`src/rtl/seq_det_sched_if.sv`:
```
// Word/result handshakes plus the serial link to the pattern detector.
// slave = controller side, master = word source / result sink / detector side.
interface seq_det_sched_if #(
  parameter int WORD_W = 8,
  parameter int CNT_W  = 4
);
  logic              in_valid;
  logic              in_ready;
  logic [WORD_W-1:0] in_data;
  logic              abort;
  logic              det_clr;
  logic              det_din;
  logic              det_hit;
  logic              out_valid;
  logic              out_ready;
  logic [CNT_W-1:0]  out_count;
  logic              out_any;

  modport slave (
    input  in_valid, in_data, abort, det_hit, out_ready,
    output in_ready, det_clr, det_din, out_valid, out_count, out_any
  );

  modport master (
    output in_valid, in_data, abort, det_hit, out_ready,
    input  in_ready, det_clr, det_din, out_valid, out_count, out_any
  );
endinterface

```
`src/rtl/seq_det_sched.sv`:
```
// Shifts each accepted word MSB-first into a serial detector, counts hits that
// belong to real word bits and returns the per-word count over a handshake.
//
// state  | meaning
// IDLE   | detector held clear, waiting for a word
// SHIFT  | driving word bits to the detector, one per cycle
// DRAIN  | waiting DET_LAT cycles for the last bit's hit to arrive
// REPORT | count presented until the consumer takes it
module seq_det_sched #(
  parameter int WORD_W  = 8,
  parameter int CNT_W   = 4,
  parameter int DET_LAT = 2
) (
  input logic            clk,
  input logic            rst_n,
  seq_det_sched_if.slave bus
);
  typedef enum logic [1:0] {IDLE, SHIFT, DRAIN, REPORT} state_t;

  localparam int MAXC = (WORD_W > DET_LAT) ? WORD_W : DET_LAT;
  localparam int CW   = (MAXC > 1) ? $clog2(MAXC) : 1;
  localparam logic [CNT_W-1:0] HIT_MAX = '1;

  state_t             state_q, state_d;
  logic [WORD_W-1:0]  shreg_q, shreg_d;
  logic [CW-1:0]      cnt_q, cnt_d;
  logic [CNT_W-1:0]   hit_q, hit_d;
  logic [DET_LAT-1:0] qual_q, qual_d;
  logic [DET_LAT:0]   qual_ext;

  always_ff @(posedge clk or negedge rst_n) begin
    if (!rst_n) begin
      state_q <= IDLE;
      shreg_q <= '0;
      cnt_q   <= '0;
      hit_q   <= '0;
      qual_q  <= '0;
    end else begin
      state_q <= state_d;
      shreg_q <= shreg_d;
      cnt_q   <= cnt_d;
      hit_q   <= hit_d;
      qual_q  <= qual_d;
    end
  end

  always_comb begin
    state_d  = state_q;
    shreg_d  = shreg_q;
    cnt_d    = cnt_q;
    hit_d    = hit_q;
    // qual_q[DET_LAT-1] lines up with det_hit: set only when that hit came from a word bit
    qual_ext = {qual_q, state_q == SHIFT};
    qual_d   = qual_ext[DET_LAT-1:0];

    if (bus.det_hit && qual_q[DET_LAT-1] && (hit_q != HIT_MAX))
      hit_d = hit_q + CNT_W'(1);

    case (state_q)
      IDLE: begin
        if (bus.in_valid) begin
          shreg_d = bus.in_data;
          cnt_d   = CW'(WORD_W - 1);
          hit_d   = '0;
          state_d = SHIFT;
        end
      end
      SHIFT: begin
        shreg_d = shreg_q << 1;
        if (cnt_q == '0) begin
          cnt_d   = CW'(DET_LAT - 1);
          state_d = DRAIN;
        end else begin
          cnt_d = cnt_q - CW'(1);
        end
      end
      DRAIN: begin
        if (cnt_q == '0) state_d = REPORT;
        else             cnt_d   = cnt_q - CW'(1);
      end
      REPORT: begin
        if (bus.out_ready) state_d = IDLE;
      end
      default: state_d = IDLE;
    endcase

    if (bus.abort) begin
      state_d = IDLE;
      shreg_d = '0;
      cnt_d   = '0;
      hit_d   = '0;
      qual_d  = '0;
    end
  end

  assign bus.in_ready  = (state_q == IDLE);
  assign bus.det_clr   = (state_q == IDLE);
  assign bus.det_din   = (state_q == SHIFT) & shreg_q[WORD_W-1];
  assign bus.out_valid = (state_q == REPORT);
  assign bus.out_count = hit_q;
  assign bus.out_any   = |hit_q;
endmodule

```
`src/flat_wrapper.sv`:
```
// flat-port wrapper written by rule: the top's interface ports become plain ports
module seq_det_sched_flat 
#(
  parameter int WORD_W  = 8,
  parameter int CNT_W   = 4,
  parameter int DET_LAT = 2
)
  (clk, rst_n, bus_in_valid, bus_in_data, bus_abort, bus_det_hit, bus_out_ready, bus_in_ready, bus_det_clr, bus_det_din, bus_out_valid, bus_out_count, bus_out_any);
  seq_det_sched_if #(.WORD_W(WORD_W), .CNT_W(CNT_W)) bus_i ();
  input logic clk;
  input logic rst_n;
  input wire logic [$bits(bus_i.in_valid)-1:0] bus_in_valid;
  input wire logic [$bits(bus_i.in_data)-1:0] bus_in_data;
  input wire logic [$bits(bus_i.abort)-1:0] bus_abort;
  input wire logic [$bits(bus_i.det_hit)-1:0] bus_det_hit;
  input wire logic [$bits(bus_i.out_ready)-1:0] bus_out_ready;
  output wire logic [$bits(bus_i.in_ready)-1:0] bus_in_ready;
  output wire logic [$bits(bus_i.det_clr)-1:0] bus_det_clr;
  output wire logic [$bits(bus_i.det_din)-1:0] bus_det_din;
  output wire logic [$bits(bus_i.out_valid)-1:0] bus_out_valid;
  output wire logic [$bits(bus_i.out_count)-1:0] bus_out_count;
  output wire logic [$bits(bus_i.out_any)-1:0] bus_out_any;
  assign bus_i.in_valid = bus_in_valid;
  assign bus_i.in_data = bus_in_data;
  assign bus_i.abort = bus_abort;
  assign bus_i.det_hit = bus_det_hit;
  assign bus_i.out_ready = bus_out_ready;
  assign bus_in_ready = bus_i.in_ready;
  assign bus_det_clr = bus_i.det_clr;
  assign bus_det_din = bus_i.det_din;
  assign bus_out_valid = bus_i.out_valid;
  assign bus_out_count = bus_i.out_count;
  assign bus_out_any = bus_i.out_any;
  seq_det_sched #(.WORD_W(WORD_W), .CNT_W(CNT_W), .DET_LAT(DET_LAT)) u_core (.clk(clk), .rst_n(rst_n), .bus(bus_i));
endmodule
```
`config.mk`:
```
export PLATFORM = sky130hd
export DESIGN_NAME = seq_det_sched_flat
export DESIGN_NICKNAME = d
export VERILOG_FILES = /design/src/rtl/seq_det_sched_if.sv /design/src/rtl/seq_det_sched.sv /design/src/flat_wrapper.sv
export SDC_FILE = /design/constraint.sdc
export NUM_CORES = 1
export LEC_CHECK = 0
export BUFFER_PORTS_ARGS = -buffer_cell sky130_fd_sc_hd__buf_2
export CAP_MARGIN = 20
export CORE_MARGIN = 4
export CORE_UTILIZATION = 45
export CTS_CLUSTER_SIZE = 20
export DETAILED_ROUTE_END_ITERATION = 7
export GPL_ROUTABILITY_DRIVEN = 0
export GPL_TIMING_DRIVEN = 1
export HOLD_SLACK_MARGIN = 0.12
export PLACE_DENSITY = 0.71
export SYNTH_ARGS = -nofsm -noshare
export SYNTH_HDL_FRONTEND = slang
export SYNTH_SLANG_ARGS = --single-unit
```
`constraint.sdc`:
```
create_clock -name clk -period 3.6 [get_ports clk]
set_input_delay 0.72 -clock clk [delete_from_list [all_inputs] [get_ports clk]]
set_output_delay 0.72 -clock clk [all_outputs]
set_load 0.1 [all_outputs]
```
==> Yosys cells after proc, flatten, opt, wreduce, memory -nomap -nowiden <==
Cells that the tools add are included.
{ "op_classes": {"n_addsub": 2, "eq_ne": 9, "muxes": 19, "n_bitwise": 1, "reduce_logical": 10} }
{ "ops": {"columns": ["op", "count"], "rows": [
  ["two-way mux 4 bit", 4],
  ["two-way mux 8 bit", 2],
  ["case mux 8 bit (2 select lines)", 1],
  ["two-way mux 2 bit", 6],
  ["two-way mux 3 bit", 4],
  ["!= test 3 bit, second input constant", 4],
  ["case mux 3 bit (3 select lines)", 1],
  ["case mux 2 bit (4 select lines)", 1],
  ["adder 4 x 1 -> 4 bit, second input constant", 1],
  ["== test 2 bit, second input constant", 2],
  ["!= test 4 bit, second input constant", 1],
  ["AND reduction 4 bit", 1],
  ["nonzero test 4 bit", 1],
  ["OR reduction 4 bit", 1],
  ["zero test 3 bit", 1],
  ["!= test 3 x 2 -> 1 bit, second input constant", 1],
  ["AND reduction 3 bit", 1],
  ["nonzero test 3 bit", 1],
  ["subtractor 3 x 1 -> 3 bit, second input constant", 1],
  ["== test 2 x 1 -> 1 bit, second input constant", 1],
  ["logical AND 1 bit", 2],
  ["zero test 2 bit", 1],
  ["AND reduction 2 bit", 1],
  ["AND 1 bit", 1]
]} }
{ "totals": {"regBits": 19, "wordCells": 46} }

==> Longest topological paths before layout <==
Gate-level depths: netlist of the first run.
{ "logic_depth": {"depth_word": 6, "mapped_depth": 7, "mapped_depth_nobuf": 6} }

==> Worst setup path after synthesis of the first run <==
No wires, ideal clock.
{ "synth_path": {"kind": "flip-flop to output port", "from": "reg u_core.hit_q[0], in the netlist u_core.bus.out_count[0]", "to": "out bus_out_any", "arrival_time_ns": 1.987, "required_time_ns": 2.880, "path_slack_ns": 0.893, "stages_incl_launch_ff": 4, "cell_sequence": "dfrtp_1 inv_1 ha_1 nand2_1"} }
{ "synth_via": {"elab_chain_len": 1} }
{ "synth_rtl": {"columns": ["item", "line", "text"], "rows": [
  ["start: declaration", "seq_det_sched.sv:27", "logic [CNT_W-1:0] hit_q, hit_d;"],
  ["start signal: assignment", "seq_det_sched.sv:42", "hit_q <= hit_d;"],
  ["OR reduction 4 bit", "seq_det_sched.sv:101", "assign bus.out_any = |hit_q;"],
  ["end: declaration", "flat_wrapper.sv:22", "output wire logic [$bits(bus_i.out_any)-1:0] bus_out_any;"]
]} }
No other way between the ends.

==> Final worst setup path of the first run <==
{ "layout_path": {"from": "reg u_core.state_q[1]", "to": "out bus_det_din"} }
{ "layout_via": {"elab_chain_len": 2} }
{ "layout_rtl": {"columns": ["item", "line", "text"], "rows": [
  ["start: declaration", "seq_det_sched.sv:24", "state_t state_q, state_d;"],
  ["start signal: assignment", "seq_det_sched.sv:39", "state_q <= state_d;"],
  ["== test 2 x 1 -> 1 bit", "seq_det_sched.sv:98", "assign bus.det_din = (state_q == SHIFT) & shreg_q[WORD_W-1];"],
  ["AND 1 bit", "seq_det_sched.sv:98", null],
  ["end: declaration", "flat_wrapper.sv:19", "output wire logic [$bits(bus_i.det_din)-1:0] bus_det_din;"]
]} }
No other way between the ends.

==> results of run 1 <==
==> critical path: stages, from the launching register on <==
cell     delay, ns
dfrtp_1       0.43
inv_1         0.11
ha_1          0.16
buf_4         0.24
and2_1        0.15
buf_2         0.41
==> worst max path at each step <==
| stage | start | end | depth (start not counted) |
|---|---|---|---|
| 2_1_floorplan | u_core.bus.out_count[0] | bus_out_any | 3 |
| 3_3_place_gp | u_core.state_q[1] | bus_det_din | 5 |
| 3_5_place_dp | u_core.state_q[1] | bus_det_din | 5 |
| 4_1_cts | u_core.state_q[1] | bus_det_din | 5 |
| 5_1_grt | u_core.state_q[1] | bus_det_din | 5 |
| 6_report | u_core.state_q[1] | bus_det_din | 5 |
==> registers in the layout, summed over array words and instances, names as in the netlist <==
register	count
u_core.shreg_q	8
u_core.bus.out_count	4
u_core.cnt_q	3
u_core.qual_q	2
u_core.state_q	2
==> metrics by stage <==
step	std cells	worst slack (ns)	utilization [%]	hold WS, ns
final	162	1.07	56.1	0.317
after floorplan	111	0.893	-	0.424
after global routing	162	0.980	56.1	0.338
after detailed placement	158	1.42	54.8	0.462
after CTS	162	1.06	56.1	0.332
after global placement	158	1.46	54.8	0.445
==> logic make-up after synthesis <==
group,Yosys count,share of synthesized area [%]
AOI/OAI and AO/OA,26,19.8
DFF,19,41.9
xor gates and xnor gates,1,0.771
muxes,9,7.93
and+or+nand+nor,33,13.8
buffers and inverters,14,5.95
adders and majority gates,9,9.91
==> per-layer routing <==
layer	wire [um]	part of all wire (%)	up-vias	GRT usage [%]
li1	-	-	439	-
met3	111	5.1	7	2.00
met1	964	44	432	16.5
met2	1060	48	31	23.9
met4	51	2.3	0	7.62
met5	0	0	-	0
==> area by class of cell <==
class / count / area, um^2 / area share [%]
multi-input combinational: 78 / 593 / 46.0
sequential: 19 / 475 / 36.9
timing repair buffer: 23 / 118 / 9.13
inverter: 10 / 37.5 / 2.91
tap: 28 / 35.0 / 2.72
clock buffer: 3 / 22.5 / 1.75
clock inverter: 1 / 7.51 / 0.583
==> report_power, final <==
group	switching [uW]	internal (uW)	leakage, uW
Combinational	321	160	0.000355
Clock	72.0	42.5	0.0000139
Sequential	34.1	270	0.000252
Total	427	472	0.000621
==> cells in the final DEF, fill, tap and decap left out, types with 2 or more instances in the layout <==
master    count
a211oi_1      3
nor2b_1       4
buf_2        22
a22o_1        2
nand2_1      10
nand2b_1      2
nand3_1       4
o31ai_1       7
inv_1         9
o21ai_0       3
mux2i_1       9
dfrtp_1      19
ha_1          9
nor3_1        2
clkbuf_4      3
nor2_1        8
a21oi_1       2
==> results.md, run 1 <==
* Antenna-violating nets left at 0
* Root Buffer: clkbuf_4
* Post-synth EDFFs at 0
* Grt total ovfl at 0
* Iter 0 DRT Violations at 31
* # IOs at 23
* CTS tree: done
* P&R area growth vs syn at 13.4%
* Setup violators final at 0
* Vias in the first global route at 869
* Layout cell share with drive strength beyond 1 at 25.4%
* Routed WL at 2180 um
* Row count at 17
* Synth Net Count at 134
* Fillers at 209
* Fin. Hold Viols at 0
* Die area at 3390 um^2
* First-pass GRT wire length at 3640 um
* Outcome: complete, no violations
* CTS Hold Bufs at 0
* RR Startpoint: u_core.state_q[0]
* Critical R2R Capture: u_core.cnt_q[1]
* DRC errors left at 0
* Pwr Total at 899 uW
* Critical Path End Type: output pin
* Antenna violations before repair at 0
* TritonRoute pass-1 iters at 4
* Port bufs at 22
* Worst Path Class, Setup: reg -> out
* Max Clk Rate at 395 MHz
* Max_cap viols at 0
* Fraction of registers with async set or reset after synthesis at 100%
* Post-synthesis average cell area at 10.2 um^2
* Slew headroom at 67.8%
* Flop-to-flop setup slack at 1.87 ns
* DR WL/cell at 13.5 um
* NumNets Final at 158
* Clock Path Buffers at 2
* Post-synth top area cell: dfrtp_1
* Worst EP arrival at 1.81 ns
* Vias per inst at 5.61
* Placeable Area at 2300 um^2
* CTS sink count at 19
* Startpoint types: flip-flop
* HP Class: in -> async
* Final setup TNS at 0 ns
* Top post-synthesis cells by area: dfrtp_1, ha_1, mux2i_1
* YS warnings at 0
* H-Tree Depth at 1
* P_leak at 0.000621 uW
* RSZ-0062 raised after global routing: false
* Required time of the worst setup path at 2.88 ns
* Crit Path Max Fanout at 15
* Area of the mapped netlist at 1140 um^2
* Cts bufs inserted at 3
* Clock skew at 0.00123 ns
* N_diodes at 0
* Post-cts sizing count at 0
* Top-count cell post-synth: dfrtp_1
* Fin. max-slew vios at 0
* Die X at 58.2 um
* Register area share after synthesis at 41.9%
* Initial core utilization at 49.5%
* Die Y at 58.2 um
* Commonest cells post-synth: dfrtp_1, nand2_1, ha_1, inv_1, mux2i_1
* Finished Cell Area at 1290 um^2
* Total GRT Usage at 13.9%
* Pin count of the biggest net entering global routing at 20
* VDD IR-drop max at 0.384 mV
* Worst-path clk slew at 0.11 ns
* # Post-CTS Setup Buffers at 0
* Pwr Density at 698 nW/um^2
* Area after DPL at 1260 um^2
* Final Critical Period at 2.53 ns
* Dominant synthesized flop cell: dfrtp_1
* Synth Instances at 111
* FF+latch count, synth at 19
* Worst Max-Slew Pin Slew at 0.487 ns
* Period utilization at 70.4%
* Area share of the largest cell type after synthesis at 41.9%
* Synth unique cells at 32
* Clk_lat worst skew at 0.31 ns
* Vias at 909
* FF-to-FF path depth at 6
* DP Wirelength at 1610 um
Power figures use the tool's default switching activity.
==> run 2, diff against run 1 <==
--- a/config.mk
+++ b/config.mk
@@ -14,7 +14,7 @@
 export GPL_ROUTABILITY_DRIVEN = 0
 export GPL_TIMING_DRIVEN = 1
 export HOLD_SLACK_MARGIN = 0.12
-export PLACE_DENSITY = 0.71
+export PLACE_DENSITY = 0.74
 export SYNTH_ARGS = -nofsm -noshare
 export SYNTH_HDL_FRONTEND = slang
 export SYNTH_SLANG_ARGS = --single-unit
==> constraint.sdc (replaced) <==
create_clock -name clk -period 2.3 [get_ports clk]
set_input_delay 0.46 -clock clk [delete_from_list [all_inputs] [get_ports clk]]
set_output_delay 0.46 -clock clk [all_outputs]
set_load 0.1 [all_outputs]
==> run 2 against run 1 <==
  * Die area did not move
  * Worst setup slack got worse by 0.76 ns
  * Non-clock buffer count rose by 1
  * Worst hold slack improved by 0.084 ns
  * Via count fell by 6.4%
  * Critical path depth fell by 2
  * Flip-flop and latch count did not move
  * Design area rose by 1.8%
  * Clock-buffer cell count rose by 1
  * Clock power rose by 43%
  * Largest power group unchanged
  * Global-route usage fell by 0.36 points
==> results.md, run 2 (synthesized netlist as in run 1, its figures left out) <==
* Setup violators final at 0 (unchanged)
* Clock Path Buffers at 2 (unchanged)
* Critical Path End Type: output pin (unchanged)
* Slew headroom at 67.8% (about the same)
* Critical R2R Capture: u_core.cnt_q[1] (unchanged)
* Die area at 3390 um^2 (unchanged)
* Die Y at 58.2 um (unchanged)
* Worst-path clk slew at 0.10 ns (was 0.11 ns)
* Pin count of the biggest net entering global routing at 20 (unchanged)
* RR Startpoint: u_core.state_q[0] (unchanged)
* NumNets Final at 159 (was 158)
* Cts bufs inserted at 3 (unchanged)
* Max Clk Rate at 502 MHz
* Total GRT Usage at 13.5% (was 13.9%)
* CTS sink count at 19 (unchanged)
* H-Tree Depth at 1 (unchanged)
* Finished Cell Area at 1310 um^2 (was 1290 um^2)
* Antenna-violating nets left at 0 (unchanged)
* Routed WL at 2100 um (was 2180 um)
* Max_cap viols at 0 (unchanged)
* RSZ-0062 raised after global routing: false (unchanged)
* DRC errors left at 0 (unchanged)
* Final setup TNS at 0 ns (unchanged)
* Period utilization at 86.5%
* Clock skew at 0.00244 ns (was 0.00123 ns)
* Area after DPL at 1280 um^2 (was 1260 um^2)
* Vias per inst at 5.22 (was 5.61)
* Placeable Area at 2300 um^2 (unchanged)
* HP Class: in -> reg (was in -> async)
* Flop-to-flop setup slack at 0.58 ns (was 1.87 ns)
* Outcome: complete, no violations (unchanged)
* P&R area growth vs syn at 15.5% (was 13.4%)
* Iter 0 DRT Violations at 29 (was 31)
* Most flop-heavy register: u_core.shreg_q (unchanged)
* Row count at 17 (unchanged)
* Commonest non-fill, non-tap cell in the layout: buf_2 (unchanged)
* P_leak at 0.000625 uW (was 0.000621 uW)
* Startpoint types: flip-flop (unchanged)
* Clk_lat worst skew at 0.29 ns (was 0.31 ns)
* Vias in the first global route at 862 (was 869)
* Final Critical Period at 1.99 ns
* Min-Delay Startpoint: bus_in_data[0]
* Grt total ovfl at 0 (unchanged)
* Hold path depth at 3
* FF-to-FF path depth at 6 (unchanged)
* Min-Delay Endpoint: u_core.shreg_q[0]
* Port bufs at 22 (unchanged)
* VDD IR-drop max at 0.638 mV (was 0.384 mV)
* Initial core utilization at 49.5% (unchanged)
* # Post-CTS Setup Buffers at 0 (unchanged)
* Pwr Density at 1070 nW/um^2 (was 698 nW/um^2)
* DP Wirelength at 1620 um (was 1610 um)
* Most frequent cells in the layout: buf_2, dfrtp_1, nand2_1 (unchanged)
* Fin util at 57.1% (was 56.1%)
* Worst Path Class, Setup: reg -> out (unchanged)
* Die X at 58.2 um (unchanged)
* Fin. max-slew vios at 0 (unchanged)
* Antenna violations before repair at 0 (unchanged)
* Worst EP arrival at 1.53 ns (was 1.81 ns)
* TritonRoute pass-1 iters at 4 (unchanged)
* CTS tree: done (unchanged)
* DR WL/cell at 12.9 um (was 13.5 um)
* Vias at 851 (was 909)
* # IOs at 23 (unchanged)
* Largest register FFs at 8 (unchanged)
* Layout cell share with drive strength beyond 1 at 25.9% (was 25.4%)
* Worst Max-Slew Pin Slew at 0.486 ns (was 0.487 ns)
* Crit Path Max Fanout at 5 (was 15)
* Root Buffer: clkbuf_4 (unchanged)
* First-pass GRT wire length at 3520 um (was 3640 um)
* N_diodes at 0 (unchanged)
* Fin. Hold Viols at 0 (unchanged)
* Required time of the worst setup path at 1.84 ns (was 2.88 ns)
[run 2: changes by cell type in the layout (fill, tap and decap cells not counted), sizes merged]
cell / previous run / this run
clkbuf: 3 / 4
clkinvlp: 1 / 0
dlygate4sd3: 0 / 1
[run 2: stage by stage]
stage / hold slack (ns) / total power, uW / instances / setup WS [ns]
after floorplan: 0.164 / 1120 / 111 / 0.0396
after global placement: 0.415 / 1220 / 158 / 0.650
after detailed placement: 0.418 / 1250 / 158 / 0.598
after CTS: 0.394 / 1420 / 163 / 0.288
after global routing: 0.404 / 1510 / 163 / 0.188
final: 0.401 / 1400 / 163 / 0.310
[run 2: how the worst max path moves through the flow]
| stage | slack [ns] | end | depth (start not counted) | from |
|---|---|---|---|---|
| after floorplan | 0.04 | bus_in_ready | 3 | u_core.state_q[0] |
| after global placement | 0.65 | bus_in_ready | 3 | u_core.state_q[0] |
| after detailed placement | 0.60 | u_core.cnt_q[2] | 6 | u_core.state_q[0] |
| after CTS | 0.29 | bus_in_ready | 3 | u_core.state_q[0] |
| after global routing | 0.19 | bus_in_ready | 3 | u_core.state_q[0] |
| final | 0.31 | bus_in_ready | 3 | u_core.state_q[1] |
[run 2: worst max-delay path: stages (launching register included)]
cell and delay [ns]:
dfrtp_1 0.42, inv_1 0.12, ha_1 0.24, buf_2 0.45
[run 2: per-layer routing]
metal	GRT usage [%]	routed length [um]
met1	14.0	860
met2	25.2	1100
met3	5.35	129
met4	3.31	13
met5	0	0
[run 2: repair_timing]
action	4_1_cts	5_1_grt
hold buffers	1	0
resized for setup	0	0
hold endpoints to repair	19	0
[run 2: final cells by class]
class	instances	area, um^2
Tap cell	28	35.0
Timing Repair Buffer	24	143
Sequential cell	19	478
Multi-Input combinational cell	78	593
Fill cell	206	985
Clock buffer	4	26.3
Inverter	10	37.5
[run 2: report_power, final]
group,switching [uW],leakage (uW),internal [uW]
logic,498,0.000362,263
clock network,95.1,0.0000150,67.5
registers,54.8,0.000249,423
==> run 3, diff against run 2 <==
--- a/config.mk
+++ b/config.mk
@@ -14,7 +14,7 @@
 export GPL_ROUTABILITY_DRIVEN = 0
 export GPL_TIMING_DRIVEN = 1
 export HOLD_SLACK_MARGIN = 0.12
-export PLACE_DENSITY = 0.74
+export PLACE_DENSITY = 0.71
 export SYNTH_ARGS = -nofsm -noshare
 export SYNTH_HDL_FRONTEND = slang
 export SYNTH_SLANG_ARGS = --single-unit
==> constraint.sdc (replaced) <==
create_clock -name clk -period 2.2 [get_ports clk]
set_input_delay 0.44 -clock clk [delete_from_list [all_inputs] [get_ports clk]]
set_output_delay 0.44 -clock clk [all_outputs]
set_load 0.1 [all_outputs]
==> run 3 against run 2 <==
  * Worst setup slack got worse by 0.094 ns
  * Clock-buffer cell count did not move
  * Total power rose by 6.1%
  * Sequential share of layout area fell by 0.069 points
  * Flip-flop and latch count did not move
  * Largest cell class unchanged
==> results.md, run 3 (synthesized netlist as in run 1, its figures left out) <==
* Outcome: complete, no violations (unchanged)
* Critical Path End Type: output pin (unchanged)
* Fin. Hold Viols at 0 (unchanged)
* Switch Pwr at 696 uW (was 648 uW)
* Max Clk Rate at 504 MHz
* Iter 0 DRT Violations at 20 (was 29)
* Die area at 3390 um^2 (unchanged)
* Worst Path Class, Setup: reg -> out (unchanged)
* Antenna violations before repair at 0 (unchanged)
* VDD IR-drop max at 0.594 mV (was 0.638 mV)
* Layout cell share with drive strength beyond 1 at 26.7% (was 25.9%)
* Sequential power share at 33.9% (was 34.1%)
* Hold_ws at 0.379 ns (was 0.401 ns)
* Hold path depth at 3 (unchanged)
* Vias at 899 (was 851)
* TritonRoute pass-1 iters at 4 (unchanged)
* Clk_lat worst skew at 0.30 ns (was 0.29 ns)
* RSZ-0062 raised after global routing: false (unchanged)
* FF-to-FF path depth at 6 (unchanged)
* Cts bufs inserted at 3 (unchanged)
* Most frequent cells in the layout: buf_2, dfrtp_1, nand2_1 (unchanged)
* Die X at 58.2 um (unchanged)
* Cell-internal power at 792 uW (was 754 uW)
* Comb power frac at 54.2% (was 54.3%)
* Largest register FFs at 8 (unchanged)
* Worst-path cell chain: inv_1, ha_2, buf_2 (was inv_1, ha_1, buf_2)
* First-pass GRT wire length at 3750 um (was 3520 um)
* Vias per inst at 5.52 (was 5.22)
* Clock Path Buffers at 2 (unchanged)
* H-Tree Depth at 1 (unchanged)
* Commonest non-fill, non-tap cell in the layout: buf_2 (unchanged)
* Row count at 17 (unchanged)
* Initial core utilization at 49.5% (unchanged)
* Placeable Area at 2300 um^2 (unchanged)
* Worst Max-Slew Pin Slew at 0.487 ns (was 0.486 ns)
* P&R area growth vs syn at 15.7% (was 15.5%)
* Slew headroom at 67.7% (was 67.8%)
* Die Y at 58.2 um (unchanged)
* DP Wirelength at 1680 um (was 1620 um)
* Final cell count without fillers at 163 (unchanged)
* Clock power share at 11.9% (was 11.6%)
* Sw frac at 46.8% (was 46.2%)
* CTS tree: done (unchanged)
* DR WL/cell at 13.8 um (was 12.9 um)
* P_leak at 0.000624 uW (was 0.000625 uW)
* CTS sink count at 19 (unchanged)
* Pin count of the biggest net entering global routing at 20 (unchanged)
* Vias in the first global route at 881 (was 862)
* Grt total ovfl at 0 (unchanged)
* Antenna-violating nets left at 0 (unchanged)
* HP Class: in -> reg (unchanged)
* Final setup TNS at 0 ns (unchanged)
* Flop-to-flop setup slack at 0.48 ns (was 0.58 ns)
* Crit Path Max Fanout at 5 (unchanged)
* Placed cell count at 158 (unchanged)
* Fin util at 57.2% (was 57.1%)
* Required time of the worst setup path at 1.76 ns (was 1.84 ns)
* Worst-path clk slew at 0.11 ns (was 0.10 ns)
* Total GRT Usage at 14.1% (was 13.5%)
* # IOs at 23 (unchanged)
* Final Critical Period at 1.98 ns
* NumNets Final at 159 (unchanged)
* Most flop-heavy register: u_core.shreg_q (unchanged)
* Post-cts sizing count at 0 (unchanged)
* Startpoint types: flip-flop (unchanged)
* Port bufs at 22 (unchanged)
* Fin. max-slew vios at 0 (unchanged)
* Pwr Density at 1130 nW/um^2 (was 1070 nW/um^2)
* Worst path max stage delay at 0.44 ns (was 0.45 ns)
* Worst EP arrival at 1.54 ns (was 1.53 ns)
* Max_cap viols at 0 (unchanged)
* DRC errors left at 0 (unchanged)
* Clock skew at 0.00502 ns (was 0.00244 ns)
* Slowest CP cell: buf_2 (unchanged)
* Fillers at 226 (was 206)
* Routed WL at 2250 um (was 2100 um)
* Setup violators final at 0 (unchanged)
* Period utilization at 90.2%
* N_diodes at 0 (unchanged)
* Root Buffer: clkbuf_4 (unchanged)
[run 3: layout make-up]
type	instances	area, um^2	share of cell area, %
Multi-Input combinational cell	78	596	45.3
Sequential cell	19	478	36.3
Timing Repair Buffer	24	143	10.8
Inverter	10	37.5	2.85
Tap cell	28	35.0	2.66
Clock buffer	4	26.3	2.00
[run 3: path summary, 6_finish.rpt]
check                                        from                       to
worst max-delay path            u_core.state_q[0]              bus_det_clr
worst min-delay path               bus_in_data[0]        u_core.shreg_q[0]
worst max register to register  u_core.state_q[0]          u_core.cnt_q[1]
worst min register to register   u_core.qual_q[0]         u_core.qual_q[1]
max in group asynchronous                   rst_n  u_core.bus.out_count[0]
min in group asynchronous                   rst_n        u_core.shreg_q[4]
[run 3: through the flow]
stage / area [um^2] / setup slack [ns] / power, uW
after global routing: 1320 / 0.116 / 1600
after detailed placement: 1280 / 0.526 / 1320
after CTS: 1320 / 0.212 / 1500
final: 1320 / 0.216 / 1490
after global placement: 1280 / 0.546 / 1290
after floorplan: 1140 / 0.00670 / 1180
[run 3: power by group through the flow]
stage	sequential (uW)	combinational, uW	clock, uW
CTS	504	811	184
finish	504	807	176
floorplan	500	681	0
detailed placement	509	809	0
global route	521	876	199
global placement	505	781	0
[run 3: worst max-delay path: cells and delay by family, from the launching register on]
kind / cells / cell delay [ns]
adders and majority gates: 1 / 0.25
buffers and inverters: 2 / 0.57
DFF: 1 / 0.41
[run 3: repair_timing]
action,in CTS,in global routing
setup endpoints to repair,0,0
endpoints found under the hold margin,19,0
buffers inserted,0,0
hold buffers,1,0
[run 3: routing by layer]
layer  part of all wire, %  track usage (%)  vias to the layer above
met4                  0.31             2.65                        0
met5                     0                0                        -
met2                    52             25.5                       16
li1                      -                -                      440
met3                   5.2             4.68                        2
met1                    43             16.2                      441
